File: src/rtl/assoc_layer_controller.sv
// Association layer controller.
// Learns (key, response) class pairs into a small table of association
// nodes. A matching pair bumps its node's saturating count, and a new pair
// takes the next free node. A debug read port exposes the table contents.
`timescale 1ns/1ps

module assoc_layer_controller #(
    parameter int CLASS_W   = 8,
    parameter int NUM_NODES = 16,
    parameter int COUNT_W   = 8
) (
    input  logic                         clk,
    input  logic                         reset,
    input  logic                         assoc_learning_start,
    input  logic [CLASS_W-1:0]           key_class,
    input  logic [CLASS_W-1:0]           resp_class,
    output logic                         assoc_learning_done,
    output logic                         busy,
    output logic [$clog2(NUM_NODES):0]   node_count,
    output logic                         overflow,
    input  logic [$clog2(NUM_NODES)-1:0] rd_idx,
    output logic [CLASS_W-1:0]           rd_key,
    output logic [CLASS_W-1:0]           rd_resp,
    output logic [COUNT_W-1:0]           rd_count,
    output logic                         rd_valid
);

    localparam int IDX_W = $clog2(NUM_NODES);
    localparam int NC_W  = IDX_W + 1;

    typedef enum logic [2:0] {
        IDLE,
        CAPTURE,
        SEARCH,
        UPDATE,
        CREATE,
        DONE,
        WAIT_LOW
    } state_t;

    state_t state;
    state_t next_state;

    logic [CLASS_W-1:0] keys   [NUM_NODES];
    logic [CLASS_W-1:0] resps  [NUM_NODES];
    logic [COUNT_W-1:0] counts [NUM_NODES];

    logic [CLASS_W-1:0] key_q;
    logic [CLASS_W-1:0] resp_q;
    logic [IDX_W-1:0]   idx;

    logic hit;
    logic last;
    logic full;

    assign hit  = (keys[idx] == key_q) && (resps[idx] == resp_q);
    assign last = ({1'b0, idx} == (node_count - NC_W'(1)));
    assign full = (node_count == NC_W'(NUM_NODES));

    assign rd_key   = keys[rd_idx];
    assign rd_resp  = resps[rd_idx];
    assign rd_count = counts[rd_idx];
    assign rd_valid = ({1'b0, rd_idx} < node_count);

    // State register; reset abandons whatever operation is in flight.
    always_ff @(posedge clk) begin
        if (reset) begin
            state <= IDLE;
        end else begin
            state <= next_state;
        end
    end

    // Next-state decode plus the Moore status outputs.
    always_comb begin
        next_state          = state;
        busy                = (state != IDLE);
        assoc_learning_done = 1'b0;
        case (state)
            IDLE:     if (assoc_learning_start) next_state = CAPTURE;
            CAPTURE:  next_state = (node_count == '0) ? CREATE : SEARCH;
            SEARCH: begin
                if (hit) begin
                    next_state = UPDATE;
                end else if (last) begin
                    next_state = CREATE;
                end
            end
            UPDATE:   next_state = DONE;
            CREATE:   next_state = DONE;
            DONE: begin
                assoc_learning_done = 1'b1;
                next_state          = WAIT_LOW;
            end
            WAIT_LOW: if (!assoc_learning_start) next_state = IDLE;
            default:  next_state = IDLE;
        endcase
    end

    // Table and scan datapath; at most one table write per operation.
    always_ff @(posedge clk) begin
        if (reset) begin
            node_count <= '0;
            overflow   <= 1'b0;
            idx        <= '0;
            key_q      <= '0;
            resp_q     <= '0;
            for (int i = 0; i < NUM_NODES; i++) begin
                keys[i]   <= '0;
                resps[i]  <= '0;
                counts[i] <= '0;
            end
        end else begin
            case (state)
                CAPTURE: begin
                    key_q  <= key_class;
                    resp_q <= resp_class;
                    idx    <= '0;
                end
                SEARCH: begin
                    if (!hit && !last) begin
                        idx <= idx + IDX_W'(1);
                    end
                end
                UPDATE: begin
                    if (counts[idx] != '1) begin
                        counts[idx] <= counts[idx] + COUNT_W'(1);
                    end
                end
                CREATE: begin
                    if (!full) begin
                        keys[node_count[IDX_W-1:0]]   <= key_q;
                        resps[node_count[IDX_W-1:0]]  <= resp_q;
                        counts[node_count[IDX_W-1:0]] <= COUNT_W'(1);
                        node_count                    <= node_count + NC_W'(1);
                    end else begin
                        overflow <= 1'b1;
                    end
                end
                default: ;
            endcase
        end
    end

endmodule
File: config.mk
export PLATFORM = sky130hd
export DESIGN_NAME = assoc_layer_controller
export DESIGN_NICKNAME = d
export VERILOG_FILES = /design/src/rtl/assoc_layer_controller.sv
export SDC_FILE = /design/constraint.sdc
export NUM_CORES = 1
export LEC_CHECK = 0
export ABC_AREA = 1
export BUFFER_PORTS_ARGS = -buffer_cell sky130_fd_sc_hd__buf_2
export CORE_MARGIN = 1
export CORE_UTILIZATION = 35
export CTS_CLUSTER_SIZE = 30
export DETAILED_ROUTE_END_ITERATION = 10
export SLEW_MARGIN = 5
export SYNTH_ARGS = -nofsm -noshare
export SYNTH_HDL_FRONTEND = slang
export SYNTH_SLANG_ARGS = --single-unit
File: constraint.sdc
create_clock -name clk -period 7.2 [get_ports clk]
set_input_delay 0.72 -clock clk [delete_from_list [all_inputs] [get_ports clk]]
set_output_delay 0.72 -clock clk [all_outputs]
set_load 0.005 [all_outputs]
* After elaboration in Yosys (flattened, before gate mapping) *
Memory sizes are Yosys's and may differ from the RTL's. A register that Yosys moved wholly into a read port is not among the register bits.
Index checks and enable logic that the tools add are counted.
W data, S select, Z words.

storage, ports and cells
  flip-flop bits (word level) = 29
  memory bits (writable) = 384
  input bits = 23
  output and inout bits = 33
  word-level logic and storage cells = 84
  memories kept = 3

memory list
  name    words  width  read ports  clocked after memory_dff  write ports  line  RTL
  counts  16     8      2           1                         16           46    logic [COUNT_W-1:0] counts [NUM_NODES];
  keys    16     8      2           1                         16           44    logic [CLASS_W-1:0] keys [NUM_NODES];
  resps   16     8      2           1                         16           45    logic [CLASS_W-1:0] resps [NUM_NODES];

operators by class
  add/sub/neg operators = 4
  order comparisons = 1
  eq/ne operators = 15
  multiplexer cells = 37
  bitwise gates (word level) = 1
  reductions and logical operators = 17

operator list
  kind                   count
  $mux W4                11
  $mux W8                4
  $reduce_or A8 Y1       4
  $pmux W3 S6            1
  $eq A8 B8 Y1           2
  $mux W1                15
  $mux W3                5
  $eq A3 B3 Y1 const B   3
  $add A8 B1 Y8 const B  1
  $ne A8 B8 Y1 const B   1
  $pmux W4 S2            1
  $eq A3 B2 Y1 const B   2
  $ne A2 B2 Y1 const B   3
  $reduce_and A2 Y1      3
  $add A5 B1 Y5 const B  1
  $eq A4 B5 Y1           1
  $eq A5 B5 Y1 const B   1
  $logic_not A5 Y1       1
  $lt A4 B5 Y1           1
  $sub A5 B1 Y5 const B  1
  $add A4 B1 Y4 const B  1
  $eq A3 B1 Y1 const B   1
  $logic_not A3 Y1       1
  $ne A3 B3 Y1 const B   1
  other kinds (7)        9

* Logic depth before layout (Yosys ltp) *
  depth after elaboration = 8
  mapped depth = 21
  gate-level depth less buffers = 18

* Worst setup path before layout *
OpenSTA, ideal clock, no wires.

  kind = input to output
  start point = in rd_idx[0]
  end point = out rd_key[4]
  arrival time = 2148 ps
  data required time = 6480 ps
  path slack = 4332 ps
  cell stages on the path = 7
  path buffers = 4
  cells stage by stage = clkbuf_1 -> clkbuf_1 -> clkbuf_1 -> buf_1 -> a21oi_1 -> o221ai_1 -> nand2_1

between the ends
  longest elaborated chain between the ends = 1

ends and longest elaborated chain
  element             line  RTL
  start: declaration  21    input logic [$clog2(NUM_NODES)-1:0] rd_idx,
  $mem_v2 Z16 W8      --
  end: declaration    22    output logic [CLASS_W-1:0] rd_key,

Every way passes these cells.

==> results by group <==
Die
  • Die ar.: 67990 um2
  • Die Y: between 200 and 300 um
  • Starting density of the core: 35.51%
  • Total core area: 65980 um2
  • Chip Width: 260.7 um
  • Row Count: 94
  • Ports: 56

Timing
  • Skew final: 0.03448 ns
  • Final Setup Violations: 0
  • Slack of the critical path: 3.081 ns
  • Hold Slack: 0.4280 ns
  • Worst slew margin: 17.47%
  • RSZ-0062 raised after global routing: no
  • Setup TNS: 0 ns
  • Final worst path period share: 57.20%
  • Final Slew Violations: 0
  • Least-Margin Pin Slew: 1.238 ns
  • Hold Fails Final Rpt: 0
  • Min Tclk post-route: just over 4 ns
  • FMAX: 242.8 MHz

Finish
  • Commonest cells after routing, fill and taps aside: 484 x nor2_1, 451 x nand2_1, 384 x edfxtp_1
  • Final Instance Count excl. Fillers: 3638
  • Fill count: 6687
  • Syn-to-layout area delta: 8.811%
  • Nets: 2772
  • Core Util, Final: 38.64%
  • Fraction of layout cells with a size suffix above 1: 8.147%
  • Final Instance Area: 25500 um2
  • Most common cell after layout, fill and taps aside: nor2_1
  • Reg area: about 12000 um2
  • Multi-input gate area: 9135 um2
  • Diode count: 0

Placement
  • Placed inst area: 24050 um2
  • Routability Congestion: 0.8850
  • Final HPWL DP: 46550 um
  • Port Buffer Count: 55
  • Inst Count DP: between 3000 and 4000
  • Pre-CTS setup slack: 3.086 ns

Routing
  • DR WL/cell: around 21 um
  • Overall routed net length: 77230 um
  • Initial DRC count: 2409
  • Vias/cell: 5.428
  • Vias: about 20000
  • DRC viols: 3
  • Antenna Violating Nets Remaining: 0
  • First-pass DRT Iterations: 9

Yosys
  • Syn Std Cell Area: 23430 um2
  • Seq/Total Area, Yosys: 52.03%
  • Number of synthesized flops with an enable pin: roughly 380
  • Synthesis Warnings: 0
  • Fraction of registers with async set/reset: 0%
  • Post-Syn Instances: 2811
  • Mapped Nets: 2844
  • Synth Flop Type: edfxtp_1
  • Seq cells post-synth: 417
  • Synth cell types: 42
  • Average cell area after synthesis: 8.336 um2

Power and ir drop
  • Static leakage: 9.542 nW
  • Overall Power: between 7 and 8 mW
  • Pint: 4.734 mW
  • Clock network fraction of total power: 29.9%
  • Combinational share of power: 32.4%
  • Sw frac: 39.12%
  • Psw: 3.043 mW
  • Flop pwr share: about 38%
  • Power per cell area: 305.0 nW/um2
  • Peak supply drop: 0.0002694 V

Global route
  • GRT Residual Overflow: 0
  • First-pass GRT wire length: 114700 um
  • Largest net degree at the start of global routing: about 200
  • GRT Resource Usage Total: 22.48%
  • Vias in the first global route: 18172
  • Initial antenna violation count: 0

Critical path
  • R2r setup slk: 3.08 ns
  • RR Endpoint: counts[14][4]
  • Required @ worst endpoint: 7.41 ns
  • Endpoint class of the critical path: flop
  • Startpoint class of the critical path: flop
  • Crit Path Class: reg2reg
  • End of the critical path: counts[14][4]
  • Worst-path maximum fanout: 64
  • Worst r2r path cells: 11
  • WP data arrival: around 4.3 ns

Clocking
  • Number of clock sinks: 417
  • Worst-path clk slew: ~0.060 ns
  • Htree depth: 2
  • Worst-case clock buffer depth: 3
  • Post_cts resized: 0
  • Post-CTS Setup Inserts: 0
  • Total CTS buffers: 44
  • Worst-Skew Late Latency: around 0.58 ns
  • Post-CTS Hold Fix Bufs: 0
  • Clock tree root driver cell: clkbuf_16
  • CTS tree: built

Run status
  • Status: finished, violations left
  • Failing checks: DRC

Hold path
  • Min-delay worst type: in2reg
  • Hold Crit Start: resp_class[2]

Flow run
  • Max cap viols: 0
==> state kept, by name, summed over array words and instances (netlist names), named ones only <==
| name | flops |
|---|---|
| overflow | 1 |
| keys | 128 |
| state | 3 |
| idx | 4 |
| resps | 128 |
| counts | 128 |
| node_count | 5 |
| resp_q | 8 |
| key_q | 8 |
==> power by group through the flow <==
stage	registers [mW]	clock network, mW	logic [mW]
floorplan	2.91	0	1.72
CTS	2.94	2.34	2.46
detailed placement	2.99	0	2.45
finish	2.94	2.32	2.52
global route	2.96	2.43	2.71
global placement	2.98	0	2.44
==> routing by layer <==
| layer | vias up | track usage, % | part of all wire, % |
|---|---|---|---|
| met1 | 9381 | 31.18 | 42 |
| met2 | 880 | 35.46 | 46 |
| met4 | 0 | 6.920 | 2.6 |
| met3 | 131 | 4.118 | 9.4 |
| li1 | 9354 | - | - |
| met5 | - | 0 | 0 |
==> worst min path at each step <==
stage | to | slack, ns | cells past startpoint
CTS | resp_q[2] | 0.41 | 3
floorplan | overflow | 0.46 | 2
global placement | overflow | 0.53 | 2
finish | resp_q[2] | 0.43 | 3
global route | key_q[7] | 0.42 | 3
detailed placement | overflow | 0.53 | 2
==> kinds of logic (layout without fill, tap and decap cells) <==
family          after synthesis  after routing  synth area share, %
fa+ha+maj                    10             10               0.5340
buf+inv                     487            450                8.987
flops                       417            417                52.03
mux                           6              6               0.2563
compound gates              613            613                14.63
simple gates               1271           1271                23.30
xor+xnor                      7              7               0.2616
==> critical path: stages (launching register included) <==
cell and delay [ns]:
dfxtp_4 0.61, clkinv_2 0.60, buf_4 0.58, o21ai_0 0.19, o21ai_0 0.12, o221ai_1 0.22
nand2_1 0.14, nand2_1 0.12, o21ai_2 0.08, nand2_4 0.40, nand3_2 0.29, nand2_1 0.38
==> cell usage after synthesis (all sizes together), types with 4 or more instances <==
cell type  number  share of area, %
a21oi         215               4.6
buf            90               2.6
clkbuf        116               1.9
clkinv         17              0.27
dfxtp          33               2.8
edfxtp        384                49
ha             10              0.53
inv           264               4.2
mux2i           6              0.26
nand2         456               7.4
nand3         275               6.6
nand4           4              0.11
nor2          505               8.4
o211ai         84               2.7
o21ai         272               5.9
o221ai         32               1.2
o22ai           6              0.16
or2            28              0.75
xnor2           6              0.22
==> final cells by class <==
type	instances	share of cell area, %
Sequential cell	417	47.85
Multi-Input combinational cell	1907	35.83
Clock buffer	59	4.706
Tap cell	864	4.240
Inverter	281	4.142
Timing Repair Buffer	88	2.262
Clock inverter	22	0.9716
Note: power is estimated with default switching activity, not from simulation.
